`src/rtl/tx_intf_pkg.sv`:
```
// Shared definitions for the TX DAC channel path: FSM state encoding and
// packed-bus geometry helpers.
package tx_intf_pkg;

    localparam logic [1:0] S_DMA   = 2'd0;
    localparam logic [1:0] S_ACC   = 2'd1;
    localparam logic [1:0] S_DRAIN = 2'd2;

    function automatic int dac_pack_width(input int num_ant, input int iq_w);
        return num_ant * 2 * iq_w;
    endfunction

    function automatic int slot_lsb(input int slot, input int iq_w);
        return slot * 2 * iq_w;
    endfunction

endpackage

```
`src/rtl/tx_sync_fifo.sv`:
```
// Synchronous first-word-fall-through FIFO; rdata shows the head with no read latency.
module tx_sync_fifo #(
    parameter int WIDTH      = 32,
    parameter int DEPTH_LOG2 = 5
) (
    input  logic                  clk,
    input  logic                  rst_n,
    input  logic                  push,
    input  logic                  pop,
    input  logic [WIDTH-1:0]      wdata,
    output logic [WIDTH-1:0]      rdata,
    output logic [DEPTH_LOG2:0]   level,
    output logic                  full,
    output logic                  empty
);

    localparam int DEPTH = 1 << DEPTH_LOG2;

    logic [WIDTH-1:0]      mem [DEPTH];
    logic [DEPTH_LOG2-1:0] wr_ptr;
    logic [DEPTH_LOG2-1:0] rd_ptr;
    logic [DEPTH_LOG2:0]   level_q;
    logic                  pop_ok;
    logic                  push_ok;

    assign empty   = (level_q == '0);
    assign full    = (level_q == (DEPTH_LOG2+1)'(DEPTH));
    assign pop_ok  = pop && !empty;
    // A pop frees the head slot in the same cycle, so a push at full is still taken.
    assign push_ok = push && (!full || pop_ok);
    assign rdata   = mem[rd_ptr];
    assign level   = level_q;

    always_ff @(posedge clk or negedge rst_n) begin
        if (!rst_n) begin
            wr_ptr  <= '0;
            rd_ptr  <= '0;
            level_q <= '0;
        end else begin
            if (push_ok) wr_ptr <= wr_ptr + 1'b1;
            if (pop_ok)  rd_ptr <= rd_ptr + 1'b1;
            case ({push_ok, pop_ok})
                2'b10:   level_q <= level_q + 1'b1;
                2'b01:   level_q <= level_q - 1'b1;
                default: level_q <= level_q;
            endcase
        end
    end

    always_ff @(posedge clk) begin
        if (push_ok) mem[wr_ptr] <= wdata;
    end

endmodule

```
`src/rtl/tx_dac_chan_mux.sv`:
```
// Selects DMA passthrough or a buffered accelerator stream for the DAC,
// replicating each accelerator sample onto the masked antenna slots.
module tx_dac_chan_mux
    import tx_intf_pkg::*;
#(
    parameter int IQ_DATA_WIDTH   = 16,
    parameter int NUM_ANT         = 2,
    parameter int FIFO_DEPTH_LOG2 = 5,
    localparam int DAC_PACK_DATA_WIDTH = dac_pack_width(NUM_ANT, IQ_DATA_WIDTH)
) (
    input  logic                           acc_clk,
    input  logic                           acc_rstn,
    output logic [DAC_PACK_DATA_WIDTH-1:0] dac_data,
    output logic                           dac_valid,
    input  logic                           dac_ready,
    input  logic [DAC_PACK_DATA_WIDTH-1:0] dma_data,
    input  logic                           dma_valid,
    output logic                           dma_ready,
    input  logic                           src_sel,
    input  logic [NUM_ANT-1:0]             ant_mask,
    input  logic [2*IQ_DATA_WIDTH-1:0]     data_from_acc,
    input  logic                           data_valid_from_acc,
    output logic                           fulln_to_acc,
    output logic [FIFO_DEPTH_LOG2:0]       fifo_level,
    output logic [15:0]                    underflow_cnt,
    output logic                           overflow_flag
);

    localparam int SAMPLE_W = 2 * IQ_DATA_WIDTH;

    logic [1:0]                     state;
    logic [NUM_ANT-1:0]             mask_q;
    logic                           armed;
    logic                           in_dma;
    logic                           fifo_push;
    logic                           fifo_pop;
    logic                           fifo_full;
    logic                           fifo_empty;
    logic [SAMPLE_W-1:0]            fifo_head;
    logic [DAC_PACK_DATA_WIDTH-1:0] acc_data;
    logic                           ovf_set;
    logic                           underflow_inc;

    assign in_dma        = (state == S_DMA);
    assign fifo_pop      = !in_dma && !fifo_empty && dac_ready;
    assign fifo_push     = data_valid_from_acc && !in_dma;
    assign ovf_set       = fifo_push && fifo_full && !fifo_pop;
    assign underflow_inc = (state == S_ACC) && armed && dac_ready && fifo_empty
                           && (underflow_cnt != 16'hFFFF);

    assign dac_valid     = in_dma ? dma_valid : !fifo_empty;
    assign dma_ready     = in_dma ? dac_ready : 1'b0;
    assign dac_data      = in_dma ? dma_data  : acc_data;
    assign fulln_to_acc  = !fifo_full;

    for (genvar k = 0; k < NUM_ANT; k++) begin : g_slot
        assign acc_data[slot_lsb(k, IQ_DATA_WIDTH) +: SAMPLE_W] =
            mask_q[k] ? fifo_head : '0;
    end

    tx_sync_fifo #(
        .WIDTH      (SAMPLE_W),
        .DEPTH_LOG2 (FIFO_DEPTH_LOG2)
    ) u_fifo (
        .clk   (acc_clk),
        .rst_n (acc_rstn),
        .push  (fifo_push),
        .pop   (fifo_pop),
        .wdata (data_from_acc),
        .rdata (fifo_head),
        .level (fifo_level),
        .full  (fifo_full),
        .empty (fifo_empty)
    );

    always_ff @(posedge acc_clk or negedge acc_rstn) begin
        if (!acc_rstn) begin
            state         <= S_DMA;
            mask_q        <= '0;
            armed         <= 1'b0;
            underflow_cnt <= '0;
            overflow_flag <= 1'b0;
        end else begin
            if (ovf_set)       overflow_flag <= 1'b1;
            if (underflow_inc) underflow_cnt <= underflow_cnt + 16'd1;
            // Entry into S_ACC clears the sticky overflow; that clear wins over a same-cycle set.
            case (state)
                S_DMA: begin
                    if (src_sel && (!dma_valid || dac_ready)) begin
                        state         <= S_ACC;
                        mask_q        <= ant_mask;
                        armed         <= 1'b0;
                        overflow_flag <= 1'b0;
                    end
                end
                S_ACC: begin
                    if (fifo_pop) armed <= 1'b1;
                    if (!src_sel) begin
                        state <= S_DRAIN;
                        armed <= 1'b0;
                    end
                end
                S_DRAIN: begin
                    if (src_sel) begin
                        state         <= S_ACC;
                        overflow_flag <= 1'b0;
                    end else if (fifo_empty && !fifo_pop) begin
                        state <= S_DMA;
                    end
                end
                default: state <= S_DMA;
            endcase
        end
    end

endmodule

```
`config.mk`:
```
export PLATFORM = sky130hd
export DESIGN_NAME = tx_dac_chan_mux
export DESIGN_NICKNAME = d
export VERILOG_FILES = /design/src/rtl/tx_intf_pkg.sv /design/src/rtl/tx_sync_fifo.sv /design/src/rtl/tx_dac_chan_mux.sv
export SDC_FILE = /design/constraint.sdc
export NUM_CORES = 1
export LEC_CHECK = 0
export ABC_CLOCK_PERIOD_IN_PS = 3600
export CORE_ASPECT_RATIO = 1.5
export CORE_MARGIN = 2
export CORE_UTILIZATION = 30
export DETAILED_ROUTE_END_ITERATION = 6
export RECOVER_POWER = 25
export SLEW_MARGIN = 20
export SYNTH_ARGS = -nofsm -noshare
export SYNTH_HDL_FRONTEND = slang
export SYNTH_HIERARCHICAL = 1
export SYNTH_SLANG_ARGS = --single-unit
```
`constraint.sdc`:
```
create_clock -name acc_clk -period 3.6 [get_ports acc_clk]
set_clock_uncertainty 0.2 [all_clocks]
set_input_delay 0.9 -clock acc_clk [delete_from_list [all_inputs] [get_ports acc_clk]]
set_output_delay 0.9 -clock acc_clk [all_outputs]
set_load 0.02 [all_outputs]
```
# Word-level counts from Yosys, hierarchy flattened

Memories as Yosys holds them, arrays and structs flattened.
Cells that the tools add are included.

Register bits: 38
Bits in latches: 0
RAM bits: 1024
ROM bits: 0
Input port bits: 104
Output and inout port bits: 90
Word-level logic and storage cells: 72
Memories: 1

Memory list:

| memory     | words | bits a word | rd ports | clocked after Yosys merged registers in | wr ports | line               | RTL |
|---|---|---|---|---|---|---|---|
| u_fifo.mem | 32    | 32          | 1        | 0                                       | 1        | tx_sync_fifo.sv:19 | `logic [WIDTH-1:0] mem [DEPTH];` |

Add/sub/neg operators: 5
Multipliers: 0
Div/mod/pow operators: 0
$lt $le $gt $ge: 0
Equal/unequal tests: 10
Shift-type cells: 0
Mux-type cells: 21
Bitwise operators: 0
Reductions and logical operators: 27

Operator list:

| operator                | number |
|---|---|
| $mux W32                | 2 |
| $mux W64                | 1 |
| $add A16 B1 Y16 const B | 1 |
| $ne A16 B16 Y1 const B  | 1 |
| $logic_and A1 B1 Y1     | 13 |
| $pmux W6 S2             | 1 |
| $add A5 B1 Y5 const B   | 2 |
| $mux W1                 | 10 |
| $mux W2                 | 4 |
| $add A6 B1 Y6 const B   | 1 |
| $eq A6 B6 Y1 const B    | 1 |
| $logic_not A6 Y1        | 1 |
| $ne A3 B3 Y1 const B    | 2 |
| $pmux W2 S3             | 1 |
| $reduce_and A3 Y1       | 2 |
| $sub A6 B1 Y6 const B   | 1 |
| $logic_not A1 Y1        | 5 |
| $eq A2 B1 Y1 const B    | 2 |
| $eq A2 B2 Y1 const B    | 2 |
| $pmux W1 S2             | 2 |
| $reduce_bool A2 Y1      | 2 |
| $logic_not A2 Y1        | 1 |
| $logic_or A1 B1 Y1      | 2 |
| $ne A2 B1 Y1 const B    | 1 |
| 2 further kinds         | 2 |

# Depth between registers and ports, before layout

Gate-level depths: netlist of run 1.

Depth after elaboration: 9
Mapped depth: 14

# Modules after synthesis

The synthesis of run 1 kept the hierarchy.

Modules (own cells, without submodules):

| module          | instances | cells an instance | area each (µm²) | sequential area each (µm²) |
|---|---|---|---|---|
| tx_sync_fifo    | 1         | 2045              | 40146.0         | 31149.9 |
| tx_dac_chan_mux | 1         | 327               | 2073.2          | 550.5 |

# Worst setup path after synthesis of run 1

Ideal clock, no wire load.

Path type: flip-flop to flip-flop
From: register u_fifo.level_q[0], in the netlist u_fifo/level[0]
To: memory u_fifo.mem[31][0], enable pin
Arrival time: 3405 ps
Path slack: -426 ps
Stages on the path, launching flop included: 12
Path through: dfrtp_1 or4_4 nand2b_4 nor2_1 nand3b_1 inv_1 nand2b_1 o31a_1 clkbuf_1 nand2_1 buf_4 nor2_1

Longest elaborated chain between the ends: 9
Elaborated cells between the ends (all ways): 11
Classes of those cells: eq/ne: 1; mux: 2; reduce/logical: 8

RTL lines:

| what                             | line                  | RTL |
|---|---|---|
| start, declared                  | tx_sync_fifo.sv:22    | `logic [DEPTH_LOG2:0] level_q;` |
| start signal, assigned           | tx_sync_fifo.sv:43    | `2'b10: level_q <= level_q + 1'b1;` |
| start signal, assigned           | tx_sync_fifo.sv:44    | `2'b01: level_q <= level_q - 1'b1;` |
| start signal, assigned           | tx_sync_fifo.sv:45    | `default: level_q <= level_q;` |
| $logic_not A6 Y1                 | tx_sync_fifo.sv:26    | `assign empty = (level_q == '0);` |
| net fifo_empty                   | tx_dac_chan_mux.sv:38 | `logic fifo_empty;` |
| $logic_not A1 Y1                 | tx_dac_chan_mux.sv:45 | `assign fifo_pop = !in_dma && !fifo_empty && dac_ready;` |
| $logic_and A1 B1 Y1 (2 in a row) | tx_dac_chan_mux.sv:45 |  |
| net fifo_pop                     | tx_dac_chan_mux.sv:36 | `logic fifo_pop;` |
| $logic_and A1 B1 Y1              | tx_sync_fifo.sv:28    | `assign pop_ok = pop && !empty;` |
| $logic_or A1 B1 Y1               | tx_sync_fifo.sv:30    | `assign push_ok = push && (!full \|\| pop_ok);` |
| $logic_and A1 B1 Y1              | tx_sync_fifo.sv:30    |  |
| $mux W1                          | tx_sync_fifo.sv:51    | `if (push_ok) mem[wr_ptr] <= wdata;` |
| $mux W1 (not written as such)    | tx_sync_fifo.sv:51    |  |
| end, declared                    | tx_sync_fifo.sv:19    |  |

The timed path passes the listed nets, and every way through them passes these cells.

# Worst setup path after layout of run 1

From: register u_fifo.rd_ptr[0]
To: output dac_data[46]

Longest elaborated chain between the ends: 3

RTL lines:

| what                   | line                  | RTL |
|---|---|---|
| start, declared        | tx_sync_fifo.sv:21    | `logic [DEPTH_LOG2-1:0] rd_ptr;` |
| start signal, assigned | tx_sync_fifo.sv:41    | `if (pop_ok) rd_ptr <= rd_ptr + 1'b1;` |
| $mem_v2 Z32 W32        | -                     |  |
| net fifo_head[14]      | tx_dac_chan_mux.sv:39 | `logic [SAMPLE_W-1:0] fifo_head;` |
| $mux W32               | tx_dac_chan_mux.sv:58 | `mask_q[k] ? fifo_head : '0;` |
| $mux W64               | tx_dac_chan_mux.sv:53 | `assign dac_data = in_dma ? dma_data : acc_data;` |
| end, declared          | tx_dac_chan_mux.sv:13 | `output logic [DAC_PACK_DATA_WIDTH-1:0] dac_data,` |

The timed path passes the listed nets, and every way through them passes these cells.

==> results of run 1 <==
[cell usage in the layout, fill, tap and decap left out, drive strengths merged, types with 11 or more instances in the layout]
| master | count |
|---|---|
| nor2 | 48 |
| nor2b | 66 |
| clkinv | 37 |
| inv | 16 |
| xnor2 | 12 |
| clkbuf | 144 |
| mux4 | 128 |
| edfxtp | 1024 |
| a21oi | 100 |
| dlygate4sd3 | 20 |
| nand3 | 141 |
| nand4 | 38 |
| clkdlybuf4s50 | 106 |
| xor2 | 11 |
| a22oi | 96 |
| mux2i | 258 |
| dfrtp | 38 |
| buf | 384 |
| nand2 | 181 |
[area by class of cell]
| cell class | count | area, sq um | share of cell area, % |
|---|---|---|---|
| flip-flops and latches | 1062 | 31700 | 57.9 |
| multi-input cells | 1166 | 11100 | 20.3 |
| repair buffers | 540 | 6450 | 11.8 |
| clock buffers | 116 | 2490 | 4.55 |
| well taps | 1870 | 2340 | 4.28 |
| clock inverters | 58 | 608 | 1.11 |
| inverters | 10 | 37.5 | 0.0686 |
| diodes | 2 | 5.00 | 0.00915 |
[metrics by stage]
stage               power [W]  hold WS [ns]  util [%]
finish                 0.0393         0.329      39.1
detailed placement     0.0272         0.321      35.6
global route           0.0408         0.347      39.1
floorplan              0.0211         0.283         -
CTS                    0.0390        0.0695      38.7
global placement       0.0271         0.311      35.6
[cell families (layout without fill, tap and decap cells)]
kind of cell | after synthesis | after routing
mux | 395 | 395
flops | 1062 | 1062
fa+ha+maj | 11 | 11
other cells | 0 | 2
simple gates | 523 | 523
compound gates | 214 | 214
buf+inv | 144 | 724
xor+xnor | 23 | 23
[metal layers]
metal	global-route usage, %	wire length, um	up-vias
met2	29.5	62700	797
li1	-	-	10400
met5	0	54	-
met3	2.44	6660	163
met4	4.56	2910	8
met1	19.8	47700	12600
[sequential cells by signal (all words and copies together), names as in the netlist]
signal / flops
armed: 1
mask_q: 2
overflow_flag: 1
state: 2
u_fifo/level: 6
u_fifo/mem: 1024
u_fifo/rd_ptr: 5
u_fifo/wr_ptr: 5
underflow_cnt: 16
[worst paths after layout]
path                                        from               end  slack, ns  cells after the start
worst max-delay path            u_fifo/rd_ptr[0]      dac_data[46]      -0.54                     10
worst min-delay path            underflow_cnt[5]  underflow_cnt[5]       0.33                      1
worst max register to register   u_fifo/level[2]   u_fifo/level[5]       0.15                     14
worst min register to register  underflow_cnt[5]  underflow_cnt[5]       0.33                      1
max in group asynchronous               acc_rstn  u_fifo/rd_ptr[1]       1.29                      1
min in group asynchronous               acc_rstn   u_fifo/level[0]       0.53                      1
[power breakdown]
part,leakage (nW),switching [W],internal [W]
Sequential,9.69,0.000243,0.0140
Combinational,7.14,0.00775,0.00709
Clock,1.52,0.00455,0.00568
Total,18.3,0.0125,0.0268
[what timing repair did]
item | CTS | global route
setup endpoints to repair | 66 | 68
resized for setup | 506 | 142
pin swaps | 96 | 69
setup buffers | 35 | 22
gates cloned | 8 | 5
hold buffers | 0 | 0
==> run metrics, run 1 <==
area leader, netlist=edfxtp_1; Setup TNS Final=-28.27 ns; hpwl dp=74100 um; CTS H-tree depth=3; Synth Net Count=2487; async set-reset flop share out of synthesis=3.58%; syn_area_per_cell=17.8 sq um; initial cell density of the core=30.2%; part of the cycle the worst path needs=115%; Clk Latency, worst-skew pair=0.71 ns; outcome=complete, but fails checks; pre-CTS setup slack=-0.333 ns; Critical Path RT=2.50 ns; Syn. warnings=6; CP Capture Type=output pin; class of the worst hold path=register to register; antenna violations before repair=8; top-count cell post-synth=edfxtp_1; first-pass GRT wire length=169000 um; Slew Limit Fails=30; Pre-antenna DRT Iters=5; post-synthesis mux area share=13.2%; sequential area share after synthesis=75.1%; Post-Syn Area=0.0422 sq mm; minimum clock period=4.14 ns; gpl congestion=0.763; Area Growth Syn to Fin=29.6%; Post-layout nets=2989; core box area=0.140 sq mm; Fmax=0.241 GHz; PortBufs=193; unrepaired setup endpoints after global routing=true; CP max stage delay=0.57 ns; slowest CP cell=dfrtp_4; relative slew slack=-28.1%; leakage=18.3 nW; routed wire length per instance=24.9 um; I/O pin total=194; Synth Area in Compound Gates=3.26%; EDFF count, synth=1024; Root Driver=clkbuf_16; clock transition at the registers of the reported paths=0.07 ns; failing checks=capacitance limit, slew limit, setup timing; die height=463 um; Critical Path Source Type=register; Final ANT Viol Nets=0; Post-Synth XOR/XNOR Area=0.477%; Setup Crit Path Kind=register to output pin; top cell type's share of synthesized area=72.8%; worst slew pin tran=1.92 ns; number of max-cap violations=1; # fillers=12600; Crit path max-delay family=buffers and inverters; Synth Area in Adders=0.344%; register bit total from synthesis=1062; critical path, cell by cell=buf_8 -> buf_12 -> buf_16 -> mux4_2 -> a21oi_2 -> nand4_1 -> buf_4 -> nand3_2 -> nand2_2 -> buf_6; Final Hold Viols=0; number of global-route vias before repair=24200; largest net degree at the start of global routing=67; DR vias/cell=4.98; GRT Overall Usage=16.2%; setup ws final=-0.544 ns; dpl cells=4587; largest family of logic cells by synthesized area=multiplexers; Final Non-Filler Cells=4824; remaining routing DRC violations=0; Num CTS Buffers=94; Post-Synth Simple-Gate Area=6.17%; Post-Place Cell Area=0.0498 sq mm; Mapped Cells=2372; Die Width=310 um; Buf/Inv on CP=5; clk sinks=1062; fin area=0.0547 sq mm; synth unique cells=58; # rows=168; Final setup violation count=64; share of post-route cells with drive strength above 1=30.4%; TritonCTS clock tree=done; Routed WL=120000 um; grt ovf=0; dominant cells by area after synthesis=edfxtp_1, mux4_2, mux2i_1; Vias=24000; CTS max path bufs=3; DIE AREA=0.144 sq mm; Power Density=719 mW/mm^2; number of DRC markers in iteration 0=1921; top cells by count, synth=edfxtp_1, mux2i_1, nand2_1; predominant post-synthesis flop cell=edfxtp_1; Max FO, Critical Path=7; maximum VDD drop=0.446 mV; critical path arrival=3.04 ns
No activity file was read; power rests on OpenSTA's default activity.
==> inputs of run 2 (changes only) <==
ABC_CLOCK_PERIOD_IN_PS = 5400   (was 3600)
SETUP_SLACK_MARGIN = 0.1   (was default)
clock period = 5.4 ns   (was 3.6 ns; I/O delays follow)
==> run metrics, run 2 (synthesis results as in run 1) <==
outcome=complete, no violations (was complete, but fails checks); part of the cycle the worst path needs=95.9%; maximum VDD drop=0.365 mV (was 0.446 mV); unrepaired setup endpoints after global routing=false (was true); number of global-route vias before repair=23100 (was 24200); Routed WL=110000 um (was 120000 um); Power Density=469 mW/mm^2 (was 719 mW/mm^2); commonest non-fill, non-tap cells in the layout=edfxtp_1, mux2i_1, nand2_1 (was edfxtp_1, mux2i_1, buf_4); worst r2r path cells=14 (unchanged); Num CTS Buffers=93 (was 94); dpl cells=4416 (was 4587); worst slew pin tran=1.42 ns (was 1.92 ns); Final ANT Viol Nets=0 (unchanged); clk sinks=1062 (unchanged); met2 usage=27.2% (was 29.5%); Reg with most FFs=u_fifo/mem (unchanged); Critical Path Source Type=register (unchanged); r2r setup slk=1.33 ns (was 0.15 ns); gpl congestion=0.803 (was 0.763); critical path, cell by cell=buf_12 -> buf_12 -> mux4_2 -> nor2b_1 -> a21oi_1 -> nand4_1 -> nand3_1 -> nand2_1 -> clkdlybuf4s50_1 (was buf_8 -> buf_12 -> buf_16 -> mux4_2 -> a21oi_2 -> nand4_1 -> buf_4 -> nand3_2 -> nand2_2 -> buf_6); number of max-cap violations=0 (was 1); # rows=168 (unchanged); Vias=22700 (was 24000); hpwl dp=67700 um (was 74100 um); Setup Crit Path Kind=register to output pin (unchanged); critical path arrival=3.63 ns (was 3.04 ns); routed wire length per instance=23.8 um (was 24.9 um); initial cell density of the core=30.2% (unchanged); PortBufs=193 (unchanged); max reg flops=1024 (unchanged); CP Capture Type=output pin (unchanged); Post-layout nets=2772 (was 2989); Slew Limit Fails=0 (was 30); CP max stage delay=0.54 ns (was 0.57 ns); clock transition at the registers of the reported paths=0.06 ns (was 0.07 ns); DIE AREA=0.144 sq mm (unchanged); met3 GRT Util=2.55% (was 2.44%); share of post-route cells with drive strength above 1=17.4% (was 30.4%); Power Total=0.0237 W (was 0.0393 W); first-pass GRT wire length=158000 um (was 169000 um); most frequent CP cell=buf_12; crit path from=u_fifo/rd_ptr[0] (unchanged); # fillers=13000 (was 12600); grt met1 use=18.3% (was 19.8%); DR vias/cell=4.92 (was 4.98); Die Width=310 um (unchanged); minimum clock period=5.18 ns; Final setup violation count=0 (was 64); setup ws final=0.221 ns (was -0.544 ns); busiest grt layer=met2 (unchanged); r2r startpoint=u_fifo/level[0] (was u_fifo/level[2]); leakage=16.4 nW (was 18.3 nW); Buf/Inv on CP=3 (was 5); core box area=0.140 sq mm (unchanged); class of the worst hold path=register to register (unchanged); Final Hold Viols=0 (unchanged); Crit path max-delay family=buffers and inverters (unchanged); GRT Overall Usage=15.1% (was 16.2%); Critical Path RT=3.85 ns (was 2.50 ns); remaining routing DRC violations=0 (unchanged); most common cell after layout, fill and taps aside=edfxtp_1 (unchanged); pre-CTS setup slack=0.675 ns (was -0.333 ns); Setup TNS Final=0 ns (was -28.27 ns); die height=463 um (unchanged); grt ovf=0 (unchanged); Max FO, Critical Path=19 (was 7); number of DRC markers in iteration 0=2032 (was 1921); CTS max path bufs=3 (unchanged); Pre-antenna DRT Iters=5 (unchanged); CTS Hold Bufs=0 (unchanged); reg-to-reg endpoint=u_fifo/level[5] (unchanged); slowest CP cell=mux4_2 (was dfrtp_4); Area Growth Syn to Fin=19.6% (was 29.6%); I/O pin total=194 (unchanged); Final Non-Filler Cells=4606 (was 4824); FF/Latch Area=0.0317 sq mm (about the same); timing endpoint of the critical path=dac_data[48] (was dac_data[46]); antenna violations before repair=13 (was 8); area of the multi-input gates=0.0102 sq mm (was 0.0111 sq mm); largest net degree at the start of global routing=79 (was 67); total stage count of the critical path=9 (was 10); relative slew slack=5.01% (was -28.1%); Clk Latency, worst-skew pair=0.69 ns (was 0.71 ns); TritonCTS clock tree=done (unchanged); CTS H-tree depth=3 (unchanged); Fmax=0.193 GHz; Root Driver=clkbuf_16 (unchanged)
run 2: worst min path at each step:
stage | from | cells after the start | end | slack (ns)
after global routing | overflow_flag | 2 | overflow_flag | 0.37
after floorplan | armed | 1 | armed | 0.28
after detailed placement | overflow_flag | 2 | overflow_flag | 0.30
after global placement | overflow_flag | 2 | overflow_flag | 0.30
final | overflow_flag | 2 | overflow_flag | 0.31
after CTS | overflow_flag | 2 | overflow_flag | 0.31
run 2: cell type report:
type	count	share of cell area [%]
clock buffer	119	4.82
antenna	6	0.0297
multi-input combinational	1167	20.3
tap	1870	4.63
timing repair buffer	323	6.17
inverter	10	0.0743
sequential	1062	62.8
clock inverter	49	1.19
run 2: worst register-to-register path: cells and delay by family (launching register included):
kind | cells | cell delay, ns
simple gates | 7 | 1.73
buf+inv | 2 | 0.24
fa+ha+maj | 1 | 0.33
compound gates | 4 | 1.09
flops | 1 | 0.43
run 2: report_power, final:
part,switching [W],internal [W],total [W]
sequential,0.000232,0.00936,0.00959
combinational,0.00430,0.00307,0.00737
clock,0.00299,0.00371,0.00670
total,0.00752,0.0161,0.0237
run 2: what timing repair did:
action / in CTS / in global routing
pin swaps: 3 / 8
cloned: 0 / 1
buffers inserted: 4 / 11
endpoints found under the setup margin: 28 / 26
resized for setup: 4 / 3
run 2: metrics by stage:
stage / utilization [%] / area [sq um] / hold slack (ns)
6_report: 36.1 / 50500 / 0.307
5_1_grt: 36.1 / 50500 / 0.370
4_1_cts: 36.1 / 50500 / 0.314
3_5_place_dp: 33.9 / 47400 / 0.300
3_3_place_gp: 33.9 / 47500 / 0.301
2_1_floorplan: - / 42200 / 0.283
run 2: per-layer routing:
layer / part of all wire, % / wire, um
met1: 39 / 43400
met5: 0.081 / 89
met2: 52 / 57600
met3: 5.6 / 6120
met4: 2.4 / 2640
